## config.mk

```make
export PLATFORM = sky130hd
export DESIGN_NAME = reg_wb_ctrl
export DESIGN_NICKNAME = d
export VERILOG_FILES = /design/src/rtl/reg_wb_ctrl.sv
export SDC_FILE = /design/constraint.sdc
export NUM_CORES = 1
export LEC_CHECK = 0
export ABC_CLOCK_PERIOD_IN_PS = 3620
export CORE_UTILIZATION = 52
export DETAILED_ROUTE_END_ITERATION = 10
export GPL_TIMING_DRIVEN = 1
export PLACE_DENSITY = 0.82
export SYNTH_ARGS = -nofsm -noshare
export SYNTH_HDL_FRONTEND = slang
export SYNTH_SLANG_ARGS = --single-unit
```

## constraint.sdc

```tcl
create_clock -name i_clk -period 3.62 [get_ports i_clk]
set_clock_uncertainty 0.05 [all_clocks]
set_input_delay 0.543 -clock i_clk [delete_from_list [all_inputs] [get_ports i_clk]]
set_output_delay 0.543 -clock i_clk [all_outputs]
set_load 0.05 [all_outputs]
```

## src/rtl/reg_wb_ctrl.sv

```systemverilog
// reg_wb_ctrl: register-file write-back arbiter with an in-order load queue and busy-bit scoreboard
module reg_wb_ctrl #(
  parameter int W = 8,
  parameter int D = 4,
  parameter int LQ_DEPTH = 4
) (
  input  logic                        i_clk,
  input  logic                        i_rst,
  input  logic                        i_alu_valid,
  input  logic [D-1:0]                i_alu_addr,
  input  logic [W-1:0]                i_alu_data,
  output logic                        o_alu_ready,
  input  logic                        i_ld_issue,
  input  logic [D-1:0]                i_ld_addr,
  output logic                        o_ld_issue_ready,
  input  logic                        i_ld_rvalid,
  input  logic [W-1:0]                i_ld_rdata,
  input  logic [D-1:0]                i_chk_addr_a,
  input  logic [D-1:0]                i_chk_addr_b,
  output logic                        o_hazard,
  output logic                        o_rf_we,
  output logic [D-1:0]                o_rf_waddr,
  output logic [W-1:0]                o_rf_wdata,
  output logic [$clog2(LQ_DEPTH):0]   o_lq_count,
  output logic                        o_err
);
  localparam int PW = $clog2(LQ_DEPTH);
  localparam logic [PW:0] FULL = (PW+1)'(LQ_DEPTH);
  logic [D-1:0]      r_lq [LQ_DEPTH];
  logic [PW-1:0]     r_wp, r_rp;
  logic [PW:0]       r_cnt;
  logic [2**D-1:0]   r_busy;
  logic              r_clr;
  logic [D-1:0]      r_clr_addr;
  logic              r_we;
  logic [D-1:0]      r_waddr;
  logic [W-1:0]      r_wdata;
  logic              r_err;
  logic              w_ret, w_issue, w_alu;
  logic [D-1:0]      w_head;
  logic [2**D-1:0]   w_busy_nxt;
  assign w_head           = r_lq[r_rp];
  assign w_ret            = i_ld_rvalid && r_cnt != '0;
  assign o_ld_issue_ready = r_cnt != FULL && !r_busy[i_ld_addr];
  assign o_alu_ready      = !w_ret && !r_busy[i_alu_addr];
  assign w_issue          = i_ld_issue && o_ld_issue_ready;
  assign w_alu            = i_alu_valid && o_alu_ready;
  assign o_hazard         = r_busy[i_chk_addr_a] | r_busy[i_chk_addr_b];
  assign o_rf_we          = r_we;
  assign o_rf_waddr       = r_waddr;
  assign o_rf_wdata       = r_wdata;
  assign o_lq_count       = r_cnt;
  assign o_err            = r_err;
  // busy clears one cycle after the return, on the edge the register file captures the data
  always_comb begin
    w_busy_nxt = r_busy;
    if (r_clr) w_busy_nxt[r_clr_addr] = 1'b0;
    if (w_issue) w_busy_nxt[i_ld_addr] = 1'b1;
  end
  always_ff @(posedge i_clk)
    if (w_issue) r_lq[r_wp] <= i_ld_addr;
  always_ff @(posedge i_clk or posedge i_rst)
    if (i_rst) begin
      r_wp       <= '0;
      r_rp       <= '0;
      r_cnt      <= '0;
      r_busy     <= '0;
      r_clr      <= 1'b0;
      r_clr_addr <= '0;
      r_we       <= 1'b0;
      r_waddr    <= '0;
      r_wdata    <= '0;
      r_err      <= 1'b0;
    end else begin
      r_wp       <= r_wp + PW'(w_issue);
      r_rp       <= r_rp + PW'(w_ret);
      r_cnt      <= r_cnt + (PW+1)'(w_issue) - (PW+1)'(w_ret);
      r_busy     <= w_busy_nxt;
      r_clr      <= w_ret;
      r_clr_addr <= w_head;
      r_we       <= w_ret || w_alu;
      if (w_ret) begin
        r_waddr <= w_head;
        r_wdata <= i_ld_rdata;
      end else if (w_alu) begin
        r_waddr <= i_alu_addr;
        r_wdata <= i_alu_data;
      end
      if (i_ld_rvalid && r_cnt == '0) r_err <= 1'b1;
    end
endmodule

```

==> results of run 1 <==
## Yosys cell counts (3+ instances only)
master    number
o21ai_1       16
edfxtp_1      16
ha_1           4
a21oi_1        6
nor2_1         8
o21ai_0       24
nand2_1       12
inv_1          5
nand3_1        3
mux2i_1       17
nand2b_1       3
mux2_1         3
dfrtp_1       42
clkbuf_1       3
mux4_2        20
nand3b_1       6
## cells by family (layout without fill, tap and decap cells)
family,count (synthesis),in the layout
adders and majority gates,5,5
DFF,58,58
AOI/OAI and AO/OA,52,52
and+or+nand+nor,43,43
muxes,41,41
xor gates and xnor gates,4,4
buffers and inverters,12,87
## final cells by class
type | count | area [um^2] | area share, %
clock buffers | 11 | 141 | 3.68
clock inverters | 5 | 101 | 2.64
inverters | 6 | 22.5 | 0.586
multi-input cells | 145 | 1310 | 34.2
flip-flops and latches | 58 | 1530 | 39.9
well taps | 70 | 87.6 | 2.28
repair buffers | 65 | 646 | 16.8
## state kept, by name, summed over array words and instances (netlist names)
register / cells
r_clr: 1
r_lq: 16
r_clr_addr: 4
r_busy: 16
o_rf_wdata: 8
o_rf_waddr: 4
o_err: 1
r_rp: 2
o_rf_we: 1
o_lq_count: 3
r_wp: 2
## metal layers
layer  GRT usage [%]  up-vias  wire length [um]
li1                -      962                 -
met1            35.5     1071              2930
met2            41.7       90              3410
met3            6.31       16               512
met4            10.0        0               151
met5               0        -                 0
## per-stage QoR
| stage | setup WS, ps | std cells | util (%) |
|---|---|---|---|
| 4_1_cts | 262 | 360 | 73.4 |
| 5_1_grt | 172 | 360 | 73.4 |
| 2_1_floorplan | 55.8 | 215 | - |
| 6_report | 270 | 360 | 73.4 |
| 3_3_place_gp | 235 | 344 | 68.7 |
| 3_5_place_dp | 157 | 344 | 68.7 |
## critical path, cell delays in order
cell and delay [ps]:
clkdlybuf4s50_1 730, mux2_1 360, mux4_2 520, a211oi_1 400
buf_12 190
## how the worst max path moves through the flow
stage                                    to  slack, ps
global route                    o_alu_ready        170
detailed placement  o_lq_count[2]$_DFF_PP0_        160
floorplan           o_lq_count[2]$_DFF_PP0_         60
CTS                             o_alu_ready        260
finish                          o_alu_ready        270
global placement    o_lq_count[2]$_DFF_PP0_        240
## power breakdown
| group | leakage [nW] | internal, mW | switching, mW | total, mW |
|---|---|---|---|---|
| combinational | 0.731 | 0.672 | 0.810 | 1.48 |
| clock | 0.117 | 0.474 | 0.250 | 0.724 |
| sequential | 0.639 | 0.922 | 0.302 | 1.22 |
| total | 1.49 | 2.07 | 1.36 | 3.43 |
==> impl_metrics.yaml, run 1 <==
detailed_routing:
  vias: 2139
  drtIter0Drc: 126
  wl_mm: 7.01
  viasPerCell: 5.94
  drt-pass1-iter-count: 4
  route.detailed.drc: 0
  ant_nets: 0
  routedWlPerCell_um: 19.5
clocking:
  clk_pin_slew_worst_paths_ps: 60
  postCtsHoldBufs: 0
  tritoncts: "yes"
  cts_buffer_depth: 2
  cts_resized: 0
  cts_made_buffers: 9
  clock_latency_ps: 330
  htreeDepth: 3
  clockRootBuffer: "clkbuf_8"
  cts_sinks: 58
  post_cts_buffers: 0
critical_path:
  crit_path_start: "i_alu_addr[0]"
  crit_path_end_kind: "output pin"
  required_ps: 3030
  rrSetupSlack_ps: 850
  r2r-end: "o_lq_count[2]$_DFF_PP0_"
  arrival_ps: 2760
  worst-path-max-fanout: 9
  worst-r2r-cell-count: 11
  cp-start-kind: "primary input"
  reg2reg_from: "o_lq_count[1]$_DFF_PP0_"
  worstSetupPathType: "in -> out"
die:
  die_area_um2: 5910
  core_area_um2: 5240
  num_rows: 26
  ioPinCount: 57
  die_w_um: 76.9
  die_h_um: 76.9
  initial_core_util_pct: 55.7
global_route:
  grt_pass1_vias: 2200
  antenna_found_initial: 0
  grt_pass1_wl_mm: 11.5
  grt_max_degree: 23
  track_usage_pct: 26.4
  grt-ovfl-total: 0
worst_hold_path:
  min_from: "o_err$_DFFE_PP0P_"
  hold_depth: 1
  min_to: "o_err$_DFFE_PP0P_"
  hp-class: "reg -> reg"
layout:
  layout_common_cells: "clkdlybuf4s50_1 (53), dfrtp_1 (42), o21ai_0 (24)"
  layout_commonest_cell: "clkdlybuf4s50_1"
  layout-drive-gt1-share_pct: 18.6
  areaGrowthSynthToFinish_pct: 31.7
  fin_area_um2: 3840
  fillers: 363
  diodes: 0
  layout.nets: 327
placement:
  gp_congestion: 0.949
  hpwl_mm: 5.22
  io_buffers: 56
  postPlaceCellArea_um2: 3600
logic_synthesis:
  synth_cells: 215
  synth_top_area_share_pct: 36.0
  yosys.area_share.adder_pct: 2.40
  synth_top_family_by_area: "multiplexers"
  ys_ff_latch: 58
  synth_area_leaders: "dfrtp_1 (36%), edfxtp_1 (16%), mux4_2 (15%), mux2i_1 (5.8%), o21ai_0 (4.1%)"
  synth_edf_count: 16
  synthXorXnorAreaFrac_pct: 1.20
  synth_ff_type: "dfrtp_1"
  yosysSeqAreaShare_pct: 52.5
  synth_area_um2: 2920
  ys_async_sr_fraction_pct: 72.4
  synth_compound_area_share_pct: 10.3
  synth_mux_area_share_pct: 23.0
  synth_nets: 257
  syn_avg_cell_area_um2: 13.6
  yosys_warnings: 0
  yosys.area.top_type: "dfrtp_1"
  synthSimpleGateAreaFrac_pct: 8.11
  yosysUniqueCellTypes: 37
timing:
  slew_viol_final: 0
  fmax_mhz: 299
  max_slew_margin_pct: 42.5
  timing.setup.tns_ps: 0
  fin_hold_ws_ps: 403
  fin_crit_ps: 3350
  finalSetupViolations: 0
  tightest_slew_ps: 861
  rsz0062_at_grt: "false"
  hold_viol: 0
  fin_crit_sh_pct: 92.5
pwr:
  p_leak_nw: 1.49
  peakVddDrop_mv: 0.465
  total_power_mw: 3.43
  power.density_nw_per_um2: 892
run:
  drv_cap: 0
status:
  status: "complete, no violations"
(Power assumes the default switching activity.)
==> inputs of run 2 (changes only) <==
- HOLD_SLACK_MARGIN: unset -> 0.08
==> results of run 2 <==
Final layout, timing and power as in run 1 (identical DEF).
==> inputs of run 3 (changes only) <==
- SLEW_MARGIN: unset -> 5
==> results of run 3 <==
Final layout, timing and power as in run 1 (identical DEF).
